--- src/rtl/sub3_datapath_seq.sv ---
// sub3_datapath_seq: computes y = a - b - c in two cycles on one shared adder.
// It also returns a borrow flag and uses a start/busy/done handshake.
module sub3_datapath_seq #(
    parameter int WIDTH = 16
) (
    input  logic             clk,
    input  logic             rst_n,
    input  logic             start,
    input  logic [WIDTH-1:0] a,
    input  logic [WIDTH-1:0] b,
    input  logic [WIDTH-1:0] c,
    output logic             busy,
    output logic             done,
    output logic [WIDTH-1:0] y,
    output logic             borrow
);
    typedef enum logic [1:0] {IDLE, SUB1, SUB2} state_t;
    state_t state, state_nxt;
    logic [WIDTH-1:0] aq, bq, cq, acc, op_a, op_b, sum;
    logic b1, cout;
    always_comb begin
        state_nxt = state;
        state_nxt = state == IDLE ? (start ? SUB1 : IDLE) : state == SUB1 ? SUB2 : IDLE;
    end
    // The shared adder performs a subtraction as a + ~x + 1. A carry-out of 0 means a borrow occurred.
    assign op_a = state == SUB2 ? acc : aq;
    assign op_b = state == SUB2 ? ~cq : ~bq;
    assign {cout, sum} = {1'b0, op_a} + {1'b0, op_b} + (WIDTH+1)'(1);
    assign busy = state != IDLE;
    always_ff @(posedge clk or negedge rst_n) begin
        if (!rst_n) begin
            state  <= IDLE;
            aq     <= '0;
            bq     <= '0;
            cq     <= '0;
            acc    <= '0;
            b1     <= 1'b0;
            done   <= 1'b0;
            y      <= '0;
            borrow <= 1'b0;
        end else begin
            state <= state_nxt;
            done  <= state == SUB2;
            if (state == IDLE && start) begin
                aq <= a;
                bq <= b;
                cq <= c;
            end
            if (state == SUB1) begin
                acc <= sum;
                b1  <= ~cout;
            end
            if (state == SUB2) begin
                y      <= sum;
                borrow <= b1 | ~cout;
            end
        end
    end
endmodule

--- config.mk ---
export PLATFORM = sky130hd
export DESIGN_NAME = sub3_datapath_seq
export DESIGN_NICKNAME = d
export VERILOG_FILES = /design/src/rtl/sub3_datapath_seq.sv
export SDC_FILE = /design/constraint.sdc
export NUM_CORES = 1
export LEC_CHECK = 0
export BUFFER_PORTS_ARGS = -buffer_cell sky130_fd_sc_hd__buf_2
export CAP_MARGIN = 40
export CORE_ASPECT_RATIO = 2
export CORE_UTILIZATION = 30
export DETAILED_ROUTE_END_ITERATION = 12
export GPL_TIMING_DRIVEN = 0
export PLACE_DENSITY = 0.55
export SYNTH_ARGS = -nofsm -noshare
export SYNTH_HDL_FRONTEND = slang
export SYNTH_SLANG_ARGS = --single-unit
--- constraint.sdc ---
create_clock -name clk -period 3.64 [get_ports clk]
set_input_delay 0 -clock clk [delete_from_list [all_inputs] [get_ports clk]]
set_output_delay 0 -clock clk [all_outputs]
set_load 0.005 [all_outputs]
* Word-level counts from Yosys, hierarchy flattened
Index checks and enable logic that the tools add are counted.
** Storage, ports and cells
- Bits in registers :: 85
- Input port bits :: 51
- Output and inout bits :: 19
- Logic and storage cells :: 25
** Operators by class
- $add $sub $neg :: 2
- Eq/ne operators :: 2
- Mux-type cells :: 5
- Bitwise logic cells :: 4
- Reductions and logical operators :: 3
** Operators with widths (count)
- 16-bit two-way mux :: 2
- 16-bit inverter :: 2
- 16-bit by 16-bit adder with 17-bit output :: 1
- 17-bit by 1-bit adder with 17-bit output, second input constant :: 1
- 2-bit two-way mux :: 2
- 2-bit by 1-bit equality test with 1-bit output, second input constant :: 1
- 2-bit equality test, second input constant :: 1
- 2-bit logical NOT :: 1
- 2-bit nonzero test :: 1
- 1-bit logical AND :: 1
- 1-bit two-way mux :: 1
- 1-bit inverter :: 1
- 1-bit bitwise OR :: 1

* Logic depth before layout (Yosys ltp)
Gate-level depths: netlist of run 1.
- Depth after elaboration :: 6
- Depth in mapped cells :: 14
- Gate-level depth less buffers :: 12

* Least setup slack after synthesis of run 1
Ideal clock, no wire load.
- Kind :: register to register
- From :: register state[0]
- To :: register acc[8]
- Setup time :: 68 ps
- Data arrival time :: 2878 ps
- Required time :: 3572 ps
- Setup slack :: 694 ps
- Stages on the path, launching flop included :: 13
- Period minus slack after synthesis :: 2946 ps
- Path through :: dfrtp_1 nand2b_1 buf_6 clkbuf_1 mux2i_1 ha_1 inv_1 fa_1 a21o_1 a311o_2 a21o_1 a211o_1 nand3_1
** On the way
- Cells in the longest elaborated chain, start to end :: 4
- Elaborated cells between the ends (all ways) :: 6
- Classes of those cells :: add/sub: 2; eq/ne: 2; mux: 2
** RTL lines
- start: declaration :: line 18 : state_t state, state_nxt;
- start signal: assignment :: line 42 : state <= state_nxt;
- 2-bit equality test :: line 26, 27
- 16-bit two-way mux (on tied branches) :: line 26, 27
- 16-bit by 16-bit adder with 17-bit output :: line 28 : assign {cout, sum} = {1'b0, op_a} + {1'b0, op_b} + (WIDTH+1)'(1);
- 17-bit by 1-bit adder with 17-bit output :: line 28
- end signal: assignment :: line 50 : acc <= sum;
- end: declaration :: line 19 : logic [WIDTH-1:0] aq, bq, cq, acc, op_a, op_b, sum;
Parallel ways exist; a longest one is shown, timed or not.
A chain may end at the register's enable or synchronous reset.

* Worst setup path after layout of run 1
- From :: register state[0]
- To :: register y[8]
** On the way
- Cells in the longest elaborated chain, start to end :: 4
- Elaborated cells between the ends (all ways) :: 5
- Classes of those cells :: add/sub: 2; eq/ne: 1; mux: 2
** RTL lines
- 2-bit equality test * :: line 26, 27, 53
- 16-bit two-way mux (on tied branches) :: line 26, 27
- 16-bit by 16-bit adder with 17-bit output :: line 28
- 17-bit by 1-bit adder with 17-bit output :: line 28
- end signal: assignment :: line 54 : y <= sum;
- end: declaration :: line 14 : output logic [WIDTH-1:0] y,
Every way passes the cells marked *; elsewhere a longest branch is shown, timed or not.

==> flow_summary.ini, run 1 <==
[place]
dp_hpwl_um = 8870
portBuffers = 69
routabilityCongestion = 0.847
place_worst_setup_slack_ns = 0.0382

[synth]
synth-compound-area-share = 0.108
post_synth_main_area_contributors = sky130_fd_sc_hd__dfrtp_1 49%, sky130_fd_sc_hd__mux2_2 12%, sky130_fd_sc_hd__nand2_1 7.8%
yosys.cell_count.top_type = sky130_fd_sc_hd__nand2_1
synth_top_family_by_area = multiplexers
synthDominantCellAreaShare = 0.487
synthCells = 420
synth_mux_area_frac = 0.167
synth_top_cell_by_area = sky130_fd_sc_hd__dfrtp_1
number_of_flip_flops_and_latches_in_the_synthesized_netlist = 85
yosys_warnings = 0
number_of_flops_mapped_to_enable_cells_by_yosys = 0
synthDistinctLibCells = 43
post_synth_xor_area_fraction = 0.0160
mappedNetlistArea_mm2 = 0.00437
synth_area_per_cell_um2 = 10.4
synth_simple_gate_area_frac = 0.137
synth_adder_area_share = 0.0504
synth_nets = 488
synth_sequential_area_ratio = 0.487
commonest_cells_in_the_netlist = 91 x sky130_fd_sc_hd__nand2_1, 85 x sky130_fd_sc_hd__dfrtp_1, 48 x sky130_fd_sc_hd__mux2_2
synth_flop_cell = sky130_fd_sc_hd__dfrtp_1
proportion_of_synthesized_flip_flops_having_asynchronous_set_or_reset = 1.00

[drt]
routedWlPerCell_um = 15.4
drc = 0
postRouteWirelength_um = 11500
drt_pre_antenna_iters = 4
viasPerCell = 4.78
ant_nets = 0
detail_route.iter0.violations = 179
vias = 3562

[sta]
skew_ns = 0.00832
maxClockFrequency_mhz = 296
layout_min_cycle_time_ns = 3.38
post-route-period-util = 0.929
setup_viol = 0
finalMaxSlewViolations = 0
timing_worst_slew_pin_value_ns = 0.594
report.final.hold_viol_count = 0
post-route-worst-setup-slack_ns = 0.258
setup-tns-final_ns = 0
grt_setup_unrepaired = no
slew_headroom = 0.604

[worst_setup_path]
r2r-end = y[8]
category_of_the_most_critical_setup_path = flip-flop to flip-flop
arrival_ns = 3.66
crit_start = state[0]
worst_setup_slack_for_register_to_register_paths_ns = 0.26
r2r_cells = 14
worstSetupStartpointType = flip-flop
crit_path_end_kind = flip-flop
worst_r2r_startpoint = state[0]
worstPathMaxFanout = 10
worstPathRequired_ns = 3.92
timing.critical_path.to = y[8]

[floorplanning]
die-area_mm2 = 0.0151
rows = 62
dieWidth_um = 87.4
die_h_um = 173
core_area_mm2 = 0.0143
start_util = 0.306
ioPinCount = 70

[run]
max-cap-violations = 0

[global_route]
grt_pass1_vias = 3726
grt_usage = 0.164
grt_overflow = 0
grt_first_pass_wirelength_um = 18700
maximum_number_of_pins_on_one_net_before_global_route_repair = 51
grt_antenna_before_repair = 0

[clock_network]
worst_setup_hold_path_clk_slew_ns = 0.06
cts_tree = yes
clock_latency_reported_for_the_late_side_of_the_worst_skew_pair_ns = 0.34
clock-root-buffer = sky130_fd_sc_hd__clkbuf_16
cts_inserted_buffers = 9
cts_num_sinks = 85
number_of_setup_buffers_added_after_cts = 0
max-clock-path-buffers = 2
cts-htree-levels = 3

[outcome]
outcome = finished clean

[final_layout]
nets = 618
post_route_cells_drive_above_1_share = 0.271
filler_cell_count = 1452
antenna_cells = 0
area_growth_pct = 32.5

[pwr]
report.power.total_mw = 4.19
p_leak_nw = 2.74
power_density_mw_per_mm2 = 723
ir_worst_vdd_mv = 0.322

[hold_path]
timing.hold.worst.class = input pin to async pin
## registers in the layout, summed over array words and instances, names as in the netlist
| register | flops |
|---|---|
| acc | 16 |
| aq | 16 |
| bq | 16 |
| cq | 16 |
| y | 16 |
| state | 2 |
| b1 | 1 |
| borrow | 1 |
| done | 1 |
## critical path, cell delays in order, from the launching register on
cell and delay, ns:
sky130_fd_sc_hd__dfrtp_1 0.39, sky130_fd_sc_hd__nand2b_1 0.16, sky130_fd_sc_hd__buf_6 0.15, sky130_fd_sc_hd__clkinv_1 0.16, sky130_fd_sc_hd__buf_2 0.29, sky130_fd_sc_hd__nand2_1 0.08
sky130_fd_sc_hd__nand2_1 0.14, sky130_fd_sc_hd__ha_1 0.19, sky130_fd_sc_hd__inv_1 0.06, sky130_fd_sc_hd__fa_1 0.42, sky130_fd_sc_hd__a21o_1 0.25, sky130_fd_sc_hd__a311o_2 0.45
sky130_fd_sc_hd__a21o_1 0.21, sky130_fd_sc_hd__a211o_1 0.31, sky130_fd_sc_hd__nand3_1 0.07
## cells in the final DEF (no fill, tap or decap), drive strengths merged, types with 6 or more instances in the layout
master	count
nand2	91
dlygate4sd3	49
nor2	13
a21oi	19
nand4	9
nand3	9
clkbuf	23
ha	16
buf	80
xor2	6
mux2i	19
dfrtp	85
mux2	48
o211ai	6
a211o	6
o21ai	21
## where the power goes
| group | leakage [nW] | switching [mW] | internal (mW) |
|---|---|---|---|
| Combinational | 1.58 | 0.995 | 0.792 |
| Clock | 0.154 | 0.357 | 0.612 |
| Sequential | 1.01 | 0.163 | 1.27 |
## metrics by stage
| step | hold slack (ns) | area, um^2 | utilization | std cells |
|---|---|---|---|---|
| 5_1_grt | 0.205 | 5790 | 0.406 | 745 |
| 4_1_cts | 0.175 | 5790 | 0.406 | 745 |
| 3_5_place_dp | -0.000593 | 4990 | 0.349 | 682 |
| 6_report | 0.165 | 5790 | 0.406 | 745 |
| 2_1_floorplan | -0.296 | 4370 | - | 420 |
| 3_3_place_gp | 0.233 | 4960 | 0.347 | 681 |
## cell type report
type / count / area, um^2 / share of cell area
Inverter: 6 / 22.5 / 0.00389
Buffer: 23 / 131 / 0.0227
Multi-Input combinational cell: 306 / 2090 / 0.361
Clock buffer: 10 / 239 / 0.0413
Timing Repair Buffer: 119 / 866 / 0.149
Tap cell: 192 / 240 / 0.0415
Clock inverter: 4 / 73.8 / 0.0127
Sequential cell: 85 / 2130 / 0.367
## worst min path at each step
stage | slack [ns] | to | start | cells after the start
2_1_floorplan | -0.30 | acc[0] | rst_n | 0
3_3_place_gp | 0.23 | aq[0] | a[0] | 2
3_5_place_dp | -0.0006 | bq[15] | rst_n | 1
4_1_cts | 0.18 | cq[15] | rst_n | 2
5_1_grt | 0.21 | cq[15] | rst_n | 2
6_report | 0.17 | cq[15] | rst_n | 2
## routing by layer
metal / up-vias / GRT usage / part of all wire
li1: 1732 / - / -
met1: 1710 / 0.169 / 0.37
met2: 85 / 0.296 / 0.55
met3: 35 / 0.0339 / 0.035
met4: 0 / 0.0977 / 0.049
met5: - / 0 / 0
## repair_timing
action                                 CTS  global route
setup endpoints to repair                0            10
gates resized for setup                  0             5
endpoints found under the hold margin   83             0
hold buffers                            49             0
## cells by family after synthesis
family | Yosys count
muxes | 67
buffers and inverters | 29
AOI/OAI and AO/OA | 75
DFF | 85
and+or+nand+nor | 139
xor gates and xnor gates | 8
adders and majority gates | 17
(Power assumes the default switching activity.)
==> run 2: changes to the inputs <==
ABC_AREA = 1   (was default)
==> run 2 against run 1 <==
Hold slack worse by 0.046 ns. Global-route usage up 1.1 points. Combinational power is 7% higher. Via count is 14% higher. Cell count rose by 24%. Non-clock buffer count down 2. Sequential share of layout area down 0.98 points. Critical path type unchanged. Critical endpoint is now y[14]. Highest routed layer unchanged.
==> flow_summary.ini, run 2 <==
[sta]
report.final.hold_viol_count = 0
timing_worst_slew_pin_value_ns = 0.686
layout_min_cycle_time_ns = 2.78
maxClockFrequency_mhz = 360
finalMaxSlewViolations = 0
hold_slack_ns = 0.119
setup_viol = 0
setup-tns-final_ns = 0
grt_setup_unrepaired = no
post-route-period-util = 0.764
slew_headroom = 0.543
post-route-worst-setup-slack_ns = 0.858
skew_ns = 0.00775

[worst_setup_path]
worstPathMaxFanout = 10
category_of_the_most_critical_setup_path = flip-flop to flip-flop
worstSetupStartpointType = flip-flop
worstPathCellList = inv_1, nor2_4, inv_2, clkbuf_1, nand2_1, nand2_1, ha_1, inv_1, fa_1, nand2_1, nand2_1, nand3b_1, nand2_1, nand2_1, nand3_1, nand3_1, nand2_1
max_stage_delay_on_crit_path_ns = 0.43
dominant_cell_type_by_count_on_the_critical_path = sky130_fd_sc_hd__nand2_1
worstPathRequired_ns = 3.88
arrival_ns = 3.02
crit_path_end_kind = flip-flop
cpMaxStageDelayCell = sky130_fd_sc_hd__clkbuf_1

[global_route]
grt_usage = 0.175
grt_first_pass_wirelength_um = 20300
grt_pass1_vias = 4133
grt_antenna_before_repair = 0
maximum_number_of_pins_on_one_net_before_global_route_repair = 64
grt_overflow = 0

[hold_path]
timing.hold.worst.class = input pin to async pin

[synth]
proportion_of_synthesized_flip_flops_having_asynchronous_set_or_reset = 1.00
synth_top_cell_by_area = sky130_fd_sc_hd__dfrtp_1
synth_flop_cell = sky130_fd_sc_hd__dfrtp_1
synthDominantCellAreaShare = 0.467
number_of_flip_flops_and_latches_in_the_synthesized_netlist = 85
post_synth_main_area_contributors = sky130_fd_sc_hd__dfrtp_1 47%, sky130_fd_sc_hd__nand2_1 25%, sky130_fd_sc_hd__ha_1 4.4%
number_of_flops_mapped_to_enable_cells_by_yosys = 0
mappedNetlistArea_mm2 = 0.00456
synth_nets = 664
yosys.cell_count.top_type = sky130_fd_sc_hd__nand2_1
commonest_cells_in_the_netlist = 308 x sky130_fd_sc_hd__nand2_1, 85 x sky130_fd_sc_hd__dfrtp_1, 41 x sky130_fd_sc_hd__inv_1
synthCells = 596
synth_area_per_cell_um2 = 7.65
synth_sequential_area_ratio = 0.467
yosys_warnings = 0
synthDistinctLibCells = 32

[place]
postPlaceCellArea_mm2 = 0.00518
dp_hpwl_um = 9720
place_worst_setup_slack_ns = 0.785
portBuffers = 69
routabilityCongestion = 0.877
dpl.cell_count = 861

[drt]
drt_pre_antenna_iters = 6
routedWlPerCell_um = 13.3
drc = 0
vias = 4058
viasPerCell = 4.38
detail_route.iter0.violations = 169
ant_nets = 0
postRouteWirelength_um = 12400

[floorplanning]
die-area_mm2 = 0.0157
dieWidth_um = 89.2
start_util = 0.307
rows = 63
ioPinCount = 70
die_h_um = 176
core_area_mm2 = 0.0148

[clock_network]
clock-root-buffer = sky130_fd_sc_hd__clkbuf_16
max-clock-path-buffers = 2
cts_inserted_buffers = 9
clock_latency_reported_for_the_late_side_of_the_worst_skew_pair_ns = 0.35
worst_setup_hold_path_clk_slew_ns = 0.07
number_of_setup_buffers_added_after_cts = 0
cts_tree = yes
cts-resized-gates = 0
cts-htree-levels = 3
cts_num_sinks = 85

[pwr]
power_density_mw_per_mm2 = 707
report.power.total_mw = 4.21
p_leak_nw = 3.24
ir_worst_vdd_mv = 0.269

[final_layout]
fin_area_mm2 = 0.00595
post_route_cells_drive_above_1_share = 0.183
filler_cell_count = 1639
multiInputGateArea_mm2 = 0.00213
antenna_cells = 0
final_core_util = 0.402
nets = 794
seq_cell_area_mm2 = 0.00213
mostFrequentLayoutCell = sky130_fd_sc_hd__nand2_1
area_growth_pct = 30.6
layout.cells.most_common_list = 308 x sky130_fd_sc_hd__nand2_1, 85 x sky130_fd_sc_hd__dfrtp_1, 76 x sky130_fd_sc_hd__buf_2
layout.cells.non_filler = 926

[run]
max-cap-violations = 0

[outcome]
outcome = finished clean
run 2: changes by cell type after synthesis, sizes merged, moves of 6 or more:
cell    previous run  this run
mux2              48         0
buf                9        15
nand2             91       321
clkbuf            14         6
nand3              9        29
nand4              9         1
a21oi             19         9
inv                4        48
o211ai             6         0
a211o              6         0
run 2: routing by layer:
layer  up-vias  track usage  wire length (um)
li1       2105            -                 -
met1      1861        0.190              4730
met2        68        0.318              6870
met3        24       0.0248               322
met4         0       0.0919               428
met5         -            0                 0
run 2: worst max-delay path, delay by kind of cell (launching register included):
family,cells,cell delay [ns]
adders and majority gates,2,0.54
DFF,1,0.38
and+or+nand+nor,11,1.06
buffers and inverters,4,0.68
run 2: worst paths after layout:
| path | startpoint | to | slack, ns | depth (start not counted) |
|---|---|---|---|---|
| max in group asynchronous | rst_n | acc[13] | 2.90 | 3 |
| worst min-delay path | rst_n | y[0] | 0.12 | 2 |
| worst max register to register | state[1] | y[14] | 0.86 | 17 |
| worst max-delay path | state[1] | y[14] | 0.86 | 17 |
| min in group clk | start | cq[15] | 0.15 | 5 |
| worst min register to register | y[6] | y[6] | 0.48 | 2 |
run 2: kinds of logic after synthesis:
kind of cell    count (synthesis)  synth area share
compound gates                 27            0.0321
xor+xnor                        4           0.00934
fa+ha+maj                      17            0.0483
buf+inv                        69            0.0656
flops                          85             0.467
mux                            16            0.0351
simple gates                  378             0.343
run 2: timing repair:
action / in CTS / in global routing
hold buffers: 49 / 0
endpoints found under the hold margin: 133 / 0
endpoints found under the setup margin: 0 / 0
run 2: cell type report:
class | count | area share
buffer | 21 | 0.0200
clock buffer | 10 | 0.0402
clock inverter | 6 | 0.00778
inverter | 48 | 0.0303
multi-input combinational | 442 | 0.358
sequential | 85 | 0.357
tap | 195 | 0.0410
timing repair buffer | 119 | 0.145
run 2: where the power goes:
part | switching, mW | leakage, nW | internal (mW) | total [mW]
registers | 0.159 | 1.05 | 1.26 | 1.42
clock network | 0.400 | 0.135 | 0.484 | 0.884
logic | 1.18 | 2.06 | 0.730 | 1.91
total | 1.74 | 3.24 | 2.47 | 4.21
